[src/rtl/vga_pkg.sv]
// Timing constants for the 640x480@60 Hz raster controller.
// Holds the default region lengths, the derived totals and sync
// boundaries, and the counter type shared by the controller files.
package vga_pkg;

  localparam int VGA_CLK_DIV   = 4;

  localparam int VGA_H_VISIBLE = 640;
  localparam int VGA_H_FP      = 16;
  localparam int VGA_H_SYNC    = 96;
  localparam int VGA_H_BP      = 48;

  localparam int VGA_V_VISIBLE = 480;
  localparam int VGA_V_FP      = 10;
  localparam int VGA_V_SYNC    = 2;
  localparam int VGA_V_BP      = 33;

  localparam int VGA_H_TOTAL   = VGA_H_VISIBLE + VGA_H_FP + VGA_H_SYNC + VGA_H_BP;
  localparam int VGA_V_TOTAL   = VGA_V_VISIBLE + VGA_V_FP + VGA_V_SYNC + VGA_V_BP;

  localparam int VGA_H_SYNC_START = VGA_H_VISIBLE + VGA_H_FP;
  localparam int VGA_H_SYNC_END   = VGA_H_SYNC_START + VGA_H_SYNC - 1;
  localparam int VGA_V_SYNC_START = VGA_V_VISIBLE + VGA_V_FP;
  localparam int VGA_V_SYNC_END   = VGA_V_SYNC_START + VGA_V_SYNC - 1;

  localparam int VGA_H_SYNC_WIDTH = VGA_H_SYNC;
  localparam int VGA_V_SYNC_WIDTH = VGA_V_SYNC;

  typedef logic [9:0] cnt_t;

  // Converts a region boundary (in pixels or lines) to counter width.
  function automatic cnt_t to_cnt(input int value);
    return cnt_t'(value);
  endfunction

endpackage

[src/rtl/vga_timing_ctrl_pixel_tick_gen.sv]
// pixel_tick_gen: clock-enable divider producing the pixel rate.
// Ports:
//   clk     in  system clock
//   reset_n in  asynchronous active-low reset
//   en      in  run enable; low freezes the divider
//   tick    out high during the last system clock of each pixel period
// CLK_DIV must be at least 2.
module pixel_tick_gen
  import vga_pkg::*;
#(
  parameter int CLK_DIV = VGA_CLK_DIV
) (
  input  logic clk,
  input  logic reset_n,
  input  logic en,
  output logic tick
);

  localparam int W = $clog2(CLK_DIV);
  localparam logic [W-1:0] DIV_LAST = W'(CLK_DIV - 1);

  logic [W-1:0] div_cnt;

  // Combinational so the counters see the tick in the same clock the
  // divider reaches its last count.
  assign tick = en && (div_cnt == DIV_LAST);

  always_ff @(posedge clk or negedge reset_n) begin
    if (!reset_n) begin
      div_cnt <= '0;
    end else if (en) begin
      div_cnt <= tick ? '0 : div_cnt + 1'b1;
    end
  end

endmodule

[src/rtl/vga_timing_ctrl.sv]
// vga_timing_ctrl: raster timing generator for 640x480@60 Hz VGA.
// Ports:
//   clk         in  system clock (100 MHz)
//   reset_n     in  asynchronous active-low reset
//   en          in  run enable; low freezes divider, counters, outputs
//   p_tick      out one-clk pulse on the first clock of each new pixel
//   h_sync      out horizontal sync, active-low
//   v_sync      out vertical sync, active-low
//   DE          out display enable (visible area)
//   x_pixel     out horizontal position of the presented pixel
//   y_pixel     out vertical position of the presented pixel
//   line_start  out one-clk pulse when x_pixel becomes 0
//   frame_start out one-clk pulse when (x_pixel, y_pixel) becomes (0,0)
//   frame_cnt   out 16-bit frame counter (only with VGA_FRAME_CNT_EN)
// Optional feature macro: VGA_FRAME_CNT_EN adds the frame_cnt port.
module vga_timing_ctrl
  import vga_pkg::*;
#(
  parameter int CLK_DIV   = VGA_CLK_DIV,
  parameter int H_VISIBLE = VGA_H_VISIBLE,
  parameter int H_FP      = VGA_H_FP,
  parameter int H_SYNC    = VGA_H_SYNC,
  parameter int H_BP      = VGA_H_BP,
  parameter int V_VISIBLE = VGA_V_VISIBLE,
  parameter int V_FP      = VGA_V_FP,
  parameter int V_SYNC    = VGA_V_SYNC,
  parameter int V_BP      = VGA_V_BP
) (
  input  logic       clk,
  input  logic       reset_n,
  input  logic       en,
  output logic       p_tick,
  output logic       h_sync,
  output logic       v_sync,
  output logic       DE,
  output logic [9:0] x_pixel,
  output logic [9:0] y_pixel,
  output logic       line_start,
  output logic       frame_start
`ifdef VGA_FRAME_CNT_EN
  ,
  output logic [15:0] frame_cnt
`endif
);

  localparam cnt_t H_LAST     = to_cnt(H_VISIBLE + H_FP + H_SYNC + H_BP - 1);
  localparam cnt_t V_LAST     = to_cnt(V_VISIBLE + V_FP + V_SYNC + V_BP - 1);
  localparam cnt_t H_VIS      = to_cnt(H_VISIBLE);
  localparam cnt_t V_VIS      = to_cnt(V_VISIBLE);
  localparam cnt_t HS_FIRST   = to_cnt(H_VISIBLE + H_FP);
  localparam cnt_t HS_LAST    = to_cnt(H_VISIBLE + H_FP + H_SYNC - 1);
  localparam cnt_t VS_FIRST   = to_cnt(V_VISIBLE + V_FP);
  localparam cnt_t VS_LAST    = to_cnt(V_VISIBLE + V_FP + V_SYNC - 1);

  logic tick;
  cnt_t h_cnt;
  cnt_t v_cnt;
  logic h_zero;
  logic v_zero;
  logic hs_active;
  logic vs_active;
  logic de_next;

  pixel_tick_gen #(
    .CLK_DIV(CLK_DIV)
  ) u_tick_gen (
    .clk     (clk),
    .reset_n (reset_n),
    .en      (en),
    .tick    (tick)
  );

  // Decode of the pre-increment counters; the output registers load this,
  // so every output lags h_cnt/v_cnt by one pixel.
  assign h_zero    = (h_cnt == '0);
  assign v_zero    = (v_cnt == '0);
  assign hs_active = (h_cnt >= HS_FIRST) && (h_cnt <= HS_LAST);
  assign vs_active = (v_cnt >= VS_FIRST) && (v_cnt <= VS_LAST);
  assign de_next   = (h_cnt < H_VIS) && (v_cnt < V_VIS);

  always_ff @(posedge clk or negedge reset_n) begin
    if (!reset_n) begin
      h_cnt       <= '0;
      v_cnt       <= '0;
      x_pixel     <= '0;
      y_pixel     <= '0;
      h_sync      <= 1'b1;
      v_sync      <= 1'b1;
      DE          <= 1'b0;
      p_tick      <= 1'b0;
      line_start  <= 1'b0;
      frame_start <= 1'b0;
    end else begin
      p_tick      <= tick;
      line_start  <= tick && h_zero;
      frame_start <= tick && h_zero && v_zero;
      if (tick) begin
        x_pixel <= h_cnt;
        y_pixel <= v_cnt;
        h_sync  <= !hs_active;
        v_sync  <= !vs_active;
        DE      <= de_next;
        if (h_cnt == H_LAST) begin
          h_cnt <= '0;
          v_cnt <= (v_cnt == V_LAST) ? '0 : v_cnt + 1'b1;
        end else begin
          h_cnt <= h_cnt + 1'b1;
        end
      end
    end
  end

`ifdef VGA_FRAME_CNT_EN
  // Advances on the same edge that raises frame_start; wraps naturally.
  always_ff @(posedge clk or negedge reset_n) begin
    if (!reset_n) begin
      frame_cnt <= '0;
    end else if (tick && h_zero && v_zero) begin
      frame_cnt <= frame_cnt + 16'd1;
    end
  end
`endif

endmodule

[config.mk]
export PLATFORM = sky130hd
export DESIGN_NAME = vga_timing_ctrl
export DESIGN_NICKNAME = d
export VERILOG_FILES = /design/src/rtl/vga_pkg.sv /design/src/rtl/vga_timing_ctrl_pixel_tick_gen.sv /design/src/rtl/vga_timing_ctrl.sv
export SDC_FILE = /design/constraint.sdc
export NUM_CORES = 1
export LEC_CHECK = 0
export ABC_AREA = 0
export ABC_CLOCK_PERIOD_IN_PS = 5000
export CAP_MARGIN = 10
export CORE_MARGIN = 5
export CORE_UTILIZATION = 55
export DETAILED_ROUTE_END_ITERATION = 16
export PLACE_DENSITY = 0.86
export SLEW_MARGIN = 25
export SYNTH_ARGS = -nofsm -noshare
export SYNTH_HDL_FRONTEND = slang
export SYNTH_SLANG_ARGS = --single-unit
[constraint.sdc]
create_clock -name clk -period 5 [get_ports clk]
set_input_delay 1.5 -clock clk [delete_from_list [all_inputs] [get_ports clk]]
set_output_delay 1.5 -clock clk [all_outputs]
set_load 0.01 [all_outputs]
# Word level (Yosys, flattened, before mapping)
# Index checks and enable logic that the tools add are counted.
[word_totals]
ff_bits = 48
input_bits = 3
output_inout_bits = 26
wordCells = 37
[op_classes]
n_mux = 3
addsub = 3
n_lt_le_gt_ge = 6
n_reduce_logical = 11
eq_ne = 3
[ops]
columns = ["op", "count"]
rows = [
  ["adder 10 x 1 -> 10 bit (second input constant)", 2],
  ["equality test 10 bit (second input constant)", 2],
  ["zero test 10 bit", 2],
  ["two-way mux 10 bit", 2],
  [">= comparator 10 bit (second input constant)", 1],
  [">= comparator 10 x 9 -> 1 bit (second input constant)", 1],
  ["<= comparator 10 bit (second input constant)", 1],
  ["<= comparator 10 x 9 -> 1 bit (second input constant)", 1],
  ["less-than comparator 10 bit (second input constant)", 1],
  ["less-than comparator 10 x 9 -> 1 bit (second input constant)", 1],
  ["logical AND 1 bit", 6],
  ["adder 2 x 1 -> 2 bit (second input constant)", 1],
  ["equality test 2 bit (second input constant)", 1],
  ["zero test 1 bit", 2],
  ["two-way mux 2 bit", 1],
  ["AND reduction 2 bit", 1],
]

# Longest topological paths before layout
[logic_depth]
depth_word = 4
depth_mapped = 6
mapped_depth_nobuf = 6

# Hierarchy
# A second synthesis with hierarchy kept.
[unflattened]
hier_cells = 186
hier_area_um2 = 2198.4
[by_module_without_submodules]
columns = ["mod", "area_per_inst_um2", "instances", "cells_each"]
rows = [
  ["vga_timing_ctrl", 2102.0, 1, 179],
  ["pixel_tick_gen", 96.3, 1, 7],
]

# Least setup slack after synthesis
# No wires, ideal clock.
[synth_path]
path_type = "in2reg"
from = "input en"
to = "register h_cnt[9]"
setup_time_ps = 121
t_required_ps = 4879
arrival_time_ps = 2658
setup_slack_ps = 2221
stages = 4
path_cell_list = "nand3_1 -> nor4_1 -> o21ai_0 -> a22o_1"
[synth_between]
elab_chain_cells = 1
[synth_rtl]
columns = ["element", "line", "text"]
rows = [
  ["start: declaration", "vga_timing_ctrl.sv:31", "input logic en,"],
  ["logical AND 1 bit", "vga_timing_ctrl_pixel_tick_gen.sv:26", "assign tick = en && (div_cnt == DIV_LAST);"],
  ["end signal: assignment", "vga_timing_ctrl.sv:107", "h_cnt <= h_cnt + 1'b1;"],
  ["end: declaration", "vga_timing_ctrl.sv:56", "cnt_t h_cnt;"],
]
# No other way between the ends.
# A chain may end at the register's enable or synchronous reset.

# Worst setup path after layout
# Ends and elaborated chain as after synthesis.

==> reports/qor.csv <==
stage,metric,value,unit
synth,synth_seq_area_share,0.5457,
floorplanning,initial_utilization,0.5595,
timing,finalHoldViolCount,0,
clocking,cts-resized-gates,0,
synth,syn_area,2206,um2
synth,syn_nets,234,
detailed_routing,drc,0,
clocking,ctsHoldBuffers,0,
clocking,path_clk_slew,0.08,ns
detailed_routing,ant_nets,0,
clocking,cts_setup_buffers,0,
min_path,hp-start,x_pixel[5]$_DFFE_PN0P_,
grt,grt_pass1_vias,1711,
clocking,root_buffer,clkbuf_8,
synth,syn_inst,225,
detailed_routing,drt_first_pass_iters,4,
power,p_per_area,380.0,nW/um2
clocking,cts_sinks,48,
worst_setup_path,crit_path_end_kind,register,
worst_setup_path,crit_fanout,7,
timing,fin_setup_tns,0,ns
worst_setup_path,cp.depth,5,
synth,avgSynthCellArea,9.804,um2
floorplanning,die_area,5377,um2
worst_setup_path,worstPathRequired,5.19,ns
synth,synth_edf_count,0,
floorplanning,row_count,23,
place,hpwl,3001,um
clocking,cts_buffers,5,
timing,slew_headroom,0.3861,
run_status,status,"complete, no violations",
detailed_routing,first_iter_violations,91,
floorplanning,core,3943,um2
worst_setup_path,reg2reg_depth,5,
job,max_cap_viol_count,0,
clocking,cts.path.max_buffers,2,
timing,finalCritPeriodShare,0.6727,
min_path,hold_path_end,x_pixel[5]$_DFFE_PN0P_,
power,p_leak,1.198,nW
worst_setup_path,r2r-end,h_cnt[9]$_DFFE_PN0P_,
worst_setup_path,worst_setup_path_start_kind,input pin,
worst_setup_path,cp_slowest_cell,nor4_1,
detailed_routing,post_drt_wl_per_cell,14.42,um
timing,setup_viol,0,
timing,fin_crit,3.363,ns
detailed_routing,vias_per_cell,5.508,
min_path,hold_class,reg -> reg,
min_path,hold_depth,2,
cells_and_area,final_net_count,259,
timing,tightest_slew,0.9125,ns
worst_setup_path,rrSetupSlack,2.67,ns
worst_setup_path,reg2reg_from,h_cnt[0]$_DFFE_PN0P_,
cells_and_area,layout_commonest_cell,nand2_1,
clocking,clock_latency,0.29,ns
cells_and_area,post-route-util,0.6576,
worst_setup_path,crit_type,in -> reg,
detailed_routing,vias,1658,
synth,synth_seq_cells,48,
clocking,htree_num_levels,2,
synth,async_flop_share,1.000,
clocking,cts_tree,built,
synth,ys_types,39,
timing,skew,0.004580,ns
timing,maxSlewViolCount,0,
place,place.gp.congestion,0.8520,
detailed_routing,drt-total-wl,4340,um
grt,antenna_found_initial,0,
floorplanning,fp.dieH,73.33,um
timing,rsz0062_at_grt,no,
grt,grt_pass1_wl,7452,um
grt,grt_max_degree,49,
timing,fmax,297.3,MHz
cells_and_area,final_cell_mix,"nand2_1, dfrtp_1, clkdlybuf4s50_1, o21ai_0",
grt,overflow,0,
worst_setup_path,cp_cell_sequence,"clkdlybuf4s50_1, nand3_1, nor4_1, o21ai_0, a22o_1",
synth,yosysWarnings,0,
worst_setup_path,crit_path_max_incr_delay,0.83,ns
place,portBuffers,28,
grt,grtUsageTotal,0.1791,
synth,ys.flop_type,dfrtp_1,
floorplanning,num_io_pins,29,
cells_and_area,layout-drive-gt1-share,0.07171,
cells_and_area,diodes,0,
cells_and_area,synthToLayoutAreaGrowth,17.53,%
worst_setup_path,cp_top_family,simple AND/OR/NAND/NOR gates,
floorplanning,die_w,73.33,um
worst_setup_path,worst-path-buf-inv,1,
worst_setup_path,arrival,3.55,ns
power,vdd_drop_max,0.0001979,V
## worst max-delay path by stage
stage               start                   end
CTS                    en  h_cnt[9]$_DFFE_PN0P_
global placement       en  h_cnt[9]$_DFFE_PN0P_
finish                 en  h_cnt[9]$_DFFE_PN0P_
global route           en  h_cnt[9]$_DFFE_PN0P_
floorplan              en  h_cnt[9]$_DFFE_PN0P_
detailed placement     en  h_cnt[9]$_DFFE_PN0P_
## Yosys cell counts, types with 2 or more instances
cell / n / share of area
nand2_1: 61 / 0.10
dfrtp_1: 46 / 0.52
o21ai_0: 12 / 0.027
nand3_1: 11 / 0.025
nor2_1: 11 / 0.019
inv_1: 8 / 0.014
xnor2_1: 8 / 0.032
nor4_1: 7 / 0.020
ha_1: 6 / 0.034
nand4_1: 5 / 0.014
nor3_1: 4 / 0.0091
clkbuf_1: 3 / 0.0051
o21a_1: 3 / 0.010
or3_1: 3 / 0.0085
xor2_1: 3 / 0.012
a21oi_1: 2 / 0.0045
a22o_1: 2 / 0.0079
and3_1: 2 / 0.0057
and4_1: 2 / 0.0079
buf_1: 2 / 0.0034
buf_4: 2 / 0.0068
clkbuf_2: 2 / 0.0045
dfstp_2: 2 / 0.024
mux2_2: 2 / 0.010
nor2b_1: 2 / 0.0057
## final cells by class
cell class | count | area (um2)
fillers | 333 | 1350
repair buffers | 29 | 285.3
clock inverters | 2 | 35.03
inverters | 8 | 30.03
well taps | 50 | 62.56
flip-flops and latches | 48 | 1204
clock buffers | 6 | 72.57
multi-input cells | 158 | 903.4
## worst register-to-register path, cell delays in order (launching register included)
cell	delay (ns)
dfrtp_1	0.43
ha_1	0.30
nand3_1	0.24
nor4_1	0.83
o21ai_0	0.21
a22o_1	0.22
## power breakdown
part	internal, mW	switching [mW]	leakage, nW
combinational	0.106	0.117	0.511
sequential	0.443	0.0495	0.631
clock	0.148	0.121	0.0552
## metrics by stage
step           instance area [um2]  instances  power (mW)  hold WS [ns]  setup slack, ns
6_report                      2592        301      0.9851        0.4750            1.637
5_1_grt                       2592        301       1.048        0.5153            1.540
4_1_cts                       2590        301      0.9964        0.4831            1.657
3_5_place_dp                  2482        293      0.7246        0.4626            1.341
3_3_place_gp                  2482        293      0.7147        0.4577            1.420
2_1_floorplan                 2206        225      0.6226        0.4664            2.221
## layer usage
layer  share of wire  vias up  routed length (um)  global-route usage
li1                -      816                   -                   -
met1            0.43      777                1870              0.2193
met2            0.50       53                2151              0.2989
met3           0.048       12                 207             0.03967
met4           0.025        0                 110             0.08652
met5               0        -                   0                   0
## sequential cells by signal (all words and copies together) (netlist names)
name and cells:
x_pixel 10, y_pixel 10, line_start 1, DE 1
h_cnt 10, h_sync 1, v_sync 1, v_cnt 10
frame_start 1, p_tick 1, u_tick_gen.div_cnt 2
## cells by family after synthesis
logic type | after synthesis | share of synthesized area
compound gates | 25 | 0.07091
xor+xnor | 11 | 0.04368
fa+ha+maj | 6 | 0.03403
buf+inv | 19 | 0.04481
flops | 48 | 0.5457
mux | 2 | 0.01021
simple gates | 114 | 0.2507
No activity file was read; power rests on OpenSTA's default activity.
